[src/rtl/uart_fmt_pkg.sv]
// Shared types and constants for the sensor-sample-to-ASCII frame builder.
package uart_fmt_pkg;

  typedef enum logic [1:0] {
    IDLE,
    ISSUE,
    HOLD,
    WAIT
  } fsm_state_t;

  localparam logic [7:0] ASCII_TAG_P = 8'h50;
  localparam logic [7:0] ASCII_TAG_T = 8'h54;
  localparam logic [7:0] ASCII_COLON = 8'h3A;
  localparam logic [7:0] ASCII_CR    = 8'h0D;
  localparam logic [7:0] ASCII_LF    = 8'h0A;

  localparam int unsigned FRAME_LEN_CRLF = 10;
  localparam int unsigned FRAME_LEN_LF   = 9;

  // Index of the final byte of a frame for the chosen terminator.
  function automatic logic [3:0] last_index(input bit use_crlf);
    return use_crlf ? 4'(FRAME_LEN_CRLF - 1) : 4'(FRAME_LEN_LF - 1);
  endfunction

endpackage

[src/rtl/uart_frame_builder_if.sv]
// Sample-in / byte-out handshake bundle of the frame builder.
interface uart_frame_builder_if;
  logic        sample_vld;
  logic        sample_sel;
  logic [23:0] sample_data;
  logic        sample_rdy;
  logic        tx_vld;
  logic [7:0]  tx_data;
  logic        tx_rdy;
  logic        frame_done;

  modport master (
    input  sample_vld, sample_sel, sample_data, tx_rdy,
    output sample_rdy, tx_vld, tx_data, frame_done
  );

  modport slave (
    output sample_vld, sample_sel, sample_data, tx_rdy,
    input  sample_rdy, tx_vld, tx_data, frame_done
  );
endinterface

[src/rtl/hex_to_ascii.sv]
// One hex nibble to its uppercase ASCII character.
module hex_to_ascii (
  input  logic [3:0] nibble,
  output logic [7:0] ascii
);

  // '0'..'9' for 0-9, 'A'..'F' for 10-15
  always_comb begin
    if (nibble < 4'd10) ascii = 8'h30 + {4'h0, nibble};
    else                ascii = 8'h37 + {4'h0, nibble};
  end

endmodule

[src/rtl/uart_frame_builder.sv]
// Formats a 24-bit sensor sample as "P:XXXXXX\r\n" / "T:XXXXXX\r\n" and feeds
// it byte by byte to the UART transmitter.
module uart_frame_builder
  import uart_fmt_pkg::*;
#(
  parameter bit USE_CRLF = 1'b1
) (
  input logic                  clk,
  input logic                  rst_n,
  uart_frame_builder_if.master bus
);

  localparam logic [3:0] LAST_IDX = last_index(USE_CRLF);

  fsm_state_t  state_q, state_d;
  logic [3:0]  idx_q, idx_d;
  logic        sel_q, sel_d;
  logic [23:0] data_q, data_d;
  logic        tx_vld_q, tx_vld_d;
  logic [7:0]  tx_data_q, tx_data_d;
  logic        done_q, done_d;
  logic [3:0]  nibble;
  logic [7:0]  hex_char;
  logic [7:0]  frame_byte;

  // Hex digit positions 2..7 walk the held sample MS nibble first
  always_comb begin
    case (idx_q)
      4'd2:    nibble = data_q[23:20];
      4'd3:    nibble = data_q[19:16];
      4'd4:    nibble = data_q[15:12];
      4'd5:    nibble = data_q[11:8];
      4'd6:    nibble = data_q[7:4];
      4'd7:    nibble = data_q[3:0];
      default: nibble = '0;
    endcase
  end

  hex_to_ascii u_hex (
    .nibble(nibble),
    .ascii (hex_char)
  );

  // Byte to send at the current index
  always_comb begin
    case (idx_q)
      4'd0:    frame_byte = sel_q ? ASCII_TAG_T : ASCII_TAG_P;
      4'd1:    frame_byte = ASCII_COLON;
      4'd8:    frame_byte = USE_CRLF ? ASCII_CR : ASCII_LF;
      4'd9:    frame_byte = ASCII_LF;
      default: frame_byte = hex_char;
    endcase
  end

  // Next-state and registered-output decode
  always_comb begin
    state_d   = state_q;
    idx_d     = idx_q;
    sel_d     = sel_q;
    data_d    = data_q;
    tx_vld_d  = 1'b0;
    tx_data_d = tx_data_q;
    done_d    = 1'b0;
    case (state_q)
      IDLE: begin
        if (bus.sample_vld) begin
          sel_d   = bus.sample_sel;
          data_d  = bus.sample_data;
          idx_d   = '0;
          state_d = ISSUE;
        end
      end
      ISSUE: begin
        if (bus.tx_rdy) begin
          tx_vld_d  = 1'b1;
          tx_data_d = frame_byte;
          state_d   = HOLD;
        end
      end
      HOLD: state_d = WAIT;
      WAIT: begin
        if (bus.tx_rdy) begin
          if (idx_q == LAST_IDX) begin
            done_d  = 1'b1;
            state_d = IDLE;
          end else begin
            idx_d   = idx_q + 4'd1;
            state_d = ISSUE;
          end
        end
      end
      default: state_d = IDLE;
    endcase
  end

  // State, index, holding and output registers
  always_ff @(posedge clk or negedge rst_n) begin
    if (!rst_n) begin
      state_q   <= IDLE;
      idx_q     <= '0;
      sel_q     <= 1'b0;
      data_q    <= '0;
      tx_vld_q  <= 1'b0;
      tx_data_q <= '0;
      done_q    <= 1'b0;
    end else begin
      state_q   <= state_d;
      idx_q     <= idx_d;
      sel_q     <= sel_d;
      data_q    <= data_d;
      tx_vld_q  <= tx_vld_d;
      tx_data_q <= tx_data_d;
      done_q    <= done_d;
    end
  end

  assign bus.sample_rdy = (state_q == IDLE);
  assign bus.tx_vld     = tx_vld_q;
  assign bus.tx_data    = tx_data_q;
  assign bus.frame_done = done_q;

endmodule

[src/flat_wrapper.sv]
// flat-port wrapper written by rule: the top's interface ports become plain ports
module uart_frame_builder_flat import uart_fmt_pkg::*;
#(
  parameter bit USE_CRLF = 1'b1
)
  (clk, rst_n, bus_sample_vld, bus_sample_sel, bus_sample_data, bus_tx_rdy, bus_sample_rdy, bus_tx_vld, bus_tx_data, bus_frame_done);
  uart_frame_builder_if bus_i ();
  input logic clk;
  input logic rst_n;
  input wire logic [$bits(bus_i.sample_vld)-1:0] bus_sample_vld;
  input wire logic [$bits(bus_i.sample_sel)-1:0] bus_sample_sel;
  input wire logic [$bits(bus_i.sample_data)-1:0] bus_sample_data;
  input wire logic [$bits(bus_i.tx_rdy)-1:0] bus_tx_rdy;
  output wire logic [$bits(bus_i.sample_rdy)-1:0] bus_sample_rdy;
  output wire logic [$bits(bus_i.tx_vld)-1:0] bus_tx_vld;
  output wire logic [$bits(bus_i.tx_data)-1:0] bus_tx_data;
  output wire logic [$bits(bus_i.frame_done)-1:0] bus_frame_done;
  assign bus_i.sample_vld = bus_sample_vld;
  assign bus_i.sample_sel = bus_sample_sel;
  assign bus_i.sample_data = bus_sample_data;
  assign bus_i.tx_rdy = bus_tx_rdy;
  assign bus_sample_rdy = bus_i.sample_rdy;
  assign bus_tx_vld = bus_i.tx_vld;
  assign bus_tx_data = bus_i.tx_data;
  assign bus_frame_done = bus_i.frame_done;
  uart_frame_builder #(.USE_CRLF(USE_CRLF)) u_core (.clk(clk), .rst_n(rst_n), .bus(bus_i));
endmodule
[config.mk]
export PLATFORM = sky130hd
export DESIGN_NAME = uart_frame_builder_flat
export DESIGN_NICKNAME = d
export VERILOG_FILES = /design/src/rtl/uart_fmt_pkg.sv /design/src/rtl/uart_frame_builder_if.sv /design/src/rtl/hex_to_ascii.sv /design/src/rtl/uart_frame_builder.sv /design/src/flat_wrapper.sv
export SDC_FILE = /design/constraint.sdc
export NUM_CORES = 1
export LEC_CHECK = 0
export ABC_AREA = 0
export CAP_MARGIN = 20
export CORE_UTILIZATION = 51
export DETAILED_ROUTE_END_ITERATION = 8
export MAX_ROUTING_LAYER = met4
export PLACE_DENSITY_LB_ADDON = 0.08
export SKIP_CTS_REPAIR_TIMING = 1
export SLEW_MARGIN = 25
export SYNTH_ARGS = -nofsm -noshare
export SYNTH_HDL_FRONTEND = slang
export SYNTH_SLANG_ARGS = --single-unit
[constraint.sdc]
create_clock -name clk -period 2.52 [get_ports clk]
set_input_delay 0.504 -clock clk [delete_from_list [all_inputs] [get_ports clk]]
set_output_delay 0.504 -clock clk [all_outputs]
set_load 0.03 [all_outputs]
==> results.md <==
* Status: completed
* Avg Vias per Cell at 5.65
* Final Setup Violations at 0
* Initial antenna violation count at 0
* Pwr dens at 1260 nW/um^2
* Dominant synthesized flop cell: dfrtp_1
* Io pins at 40
* Max Fclk at 434 MHz
* Post-Syn Area at 2070 sq um
* VDD IR max at 0.658 mV
* Fin crit share at 91.4%
* Seq. cell area at 1000 sq um
* Worst Path Arrival at 2.48 ns
* Netlist cell types at 45
* Clk_skew at 0.00538 ns
* Core Footprint at 3770 sq um
* Most frequent cell after synthesis: dfrtp_1
* #FFs+latches synth at 40
* RSZ-0062 raised after global routing: false
* Share of layout cells above drive strength 1 at 21.5%
* Root Buffer: clkbuf_8
* Clock transition at path regs at 0.08 ns
* Most instantiated cells after synthesis: dfrtp_1 (40), mux2_2 (25), a21oi_1 (12), inv_1 (11)
* Routed wire length at 4080 microns
* Clk buf depth at 2
* Layout Utilization at 69.1%
* Starting DRC count in detailed routing at 93
* Tmin final at 2.30 ns
* Post-synthesis sequential area ratio at 48.4%
* Worst-Margin Slew at 0.879 ns
* Max Cap Viol at 0
* CTS Sinks at 40
* Setup TNS at 0 ns
* Buffers plus inverters on the worst setup path at 3
* Synthesis warning total at 0
* Async set-reset flop share out of synthesis at 100%
* Post-synth EDFFs at 0
* Final Hold Viols at 0
* Die area at 4310 sq um
* PortBufs at 38
* Post-synth top area cell: dfrtp_1
* Clock Latency Late Sink at 0.29 ns
* Hold Crit Class: in -> async
* Crit-path max FO at 5
* Mean Syn Cell Area at 11.6 sq um
* GRT Total Usage at 22.4%
* Die height at 65.7 microns
* Synth Net Count at 216
* TritonCTS Buffers at 5
* Number of remaining DRC errors at 0
* Ranking of synthesized cells by area: dfrtp_1 (48%), mux2_2 (14%), ha_1 (4.8%)
* Slowest CP cell: dfrtp_1
* Initial Utilization at 54.8%
* Multi-input gate area in the final layout at 973 sq um
* DPL Wire Length at 3090 microns
* First-pass DRT Iterations at 4
* Syn Inst Count at 179
* Cell mode on critical path: inv_1
* Static Leakage at 0.00110 uW
* CP Data Required Time at 2.70 ns
* Rows at 22
* Post-route ant nets at 0
* Total vias in the final route at 1531
* Diodes inserted at 0
* FILL cells at 266
* Kind of end point of the critical path: register
* Worst Hold Slack at 0.328 ns
* Rel. slew slack at 41.4%
* GRT overflow at 0
* Largest net degree at the start of global routing at 41
* First-pass GRT wire length at 7070 microns
* CP delay by family, top: compound AO/OA/AOI/OAI gates
* Max Slew Vio Count at 0
* CTS tree: yes
* Die Width at 65.7 microns
* Area growth syn-to-layout at 26.1%
* Vias in the first global route at 1530
* Max H-tree Level at 2
* Worst path cell trace: inv_1 > ha_1 > a22oi_1 > a311oi_2 > inv_1 > ha_1 > inv_1 > a22o_1 > a21oi_1 > a211o_1
* Synth top area share at 48.4%
* GPL Wtd Cong at 0.883
* Worst path max stage delay at 0.41 ns
* NumNets Final at 259
* Critical path startpoint category: register
* Avg WL per Cell at 15.0 microns
* WS Path Type: reg -> reg
==> power breakdown <==
| part | internal [uW] | total [uW] | switching (uW) | leakage, uW |
|---|---|---|---|---|
| sequential | 950 | 1170 | 223 | 0.000483 |
| combinational | 773 | 1590 | 813 | 0.000560 |
| clock | 293 | 515 | 222 | 0.0000541 |
| total | 2020 | 3270 | 1260 | 0.00110 |
==> worst register-to-register path: stages (launching register included) <==
cell	delay (ns)
dfrtp_1	0.41
inv_1	0.14
ha_1	0.28
a22oi_1	0.14
a311oi_2	0.40
inv_1	0.08
ha_1	0.22
inv_1	0.07
a22o_1	0.15
a21oi_1	0.07
a211o_1	0.24
==> through the flow <==
| stage | cells | cell area, sq um | setup WS (ns) | power, uW |
|---|---|---|---|---|
| after floorplan | 179 | 2070 | 0.418 | 2310 |
| after global placement | 263 | 2490 | 0.291 | 2730 |
| after detailed placement | 263 | 2490 | 0.206 | 2770 |
| after CTS | 271 | 2610 | 0.190 | 3290 |
| after global routing | 271 | 2610 | 0.0234 | 3520 |
| final | 271 | 2610 | 0.217 | 3270 |
==> sequential cells by signal, indices dropped and copies added, names as in the netlist <==
register	count
u_core.idx_q	4
u_core.bus.tx_vld	1
u_core.bus.tx_data	7
u_core.data_q	24
u_core.sel_q	1
u_core.bus.frame_done	1
u_core.state_q	2
==> path summary, 6_finish.rpt <==
kind                                       start                    end  slack (ns)  depth (start not counted)
max                              u_core.idx_q[0]  u_core.bus.tx_data[4]        0.22                         10
min                                        rst_n  u_core.bus.tx_data[2]        0.33                          1
max reg2reg                      u_core.idx_q[0]  u_core.bus.tx_data[4]        0.22                         10
min reg2reg                u_core.bus.tx_data[4]  u_core.bus.tx_data[4]        0.51                          1
max in group asynchronous                  rst_n      u_core.data_q[13]        1.64                          1
min in group clk           u_core.bus.tx_data[4]  u_core.bus.tx_data[4]        0.51                          1
==> logic make-up after synthesis <==
kind of cell,share of synthesized area (%)
compound gates,16.4
xor+xnor,1.27
fa+ha+maj,4.84
buf+inv,4.66
flops,48.4
mux,16.1
other cells,0.181
simple gates,8.17
==> metal layers <==
metal | GRT usage [%] | share of wire, % | vias up
li1 | - | - | 734
met1 | 27.8 | 45 | 742
met2 | 36.2 | 50 | 47
met3 | 5.38 | 3.9 | 8
met4 | 6.25 | 1.4 | 0
met5 | - | 0 | -
==> placed cells by master (no fill, tap or decap), types with 3 or more instances in the layout <==
| master | Yosys | layout |
|---|---|---|
| dfrtp_1 | 40 | 40 |
| clkdlybuf4s50_1 | 0 | 37 |
| mux2_2 | 25 | 25 |
| a21oi_1 | 12 | 12 |
| inv_1 | 11 | 11 |
| nor2_1 | 8 | 8 |
| ha_1 | 8 | 7 |
| nand2_1 | 6 | 6 |
| buf_4 | 2 | 6 |
| o21ai_0 | 5 | 5 |
| clkbuf_8 | 0 | 5 |
| a22oi_1 | 4 | 4 |
| mux2i_1 | 4 | 4 |
| o21ai_1 | 4 | 4 |
| nor2b_1 | 3 | 3 |
| nand3_1 | 3 | 3 |
| xnor2_1 | 3 | 3 |
| nor3_1 | 3 | 3 |
==> layout make-up <==
cell class              count  area share [%]
flip-flops and latches     40            38.4
inverters                  11            1.58
clock buffers               5            2.64
multi-input cells         120            37.3
clock inverters             3            1.63
well taps                  48            2.30
repair buffers             44            16.1
(Power assumes the default switching activity.)
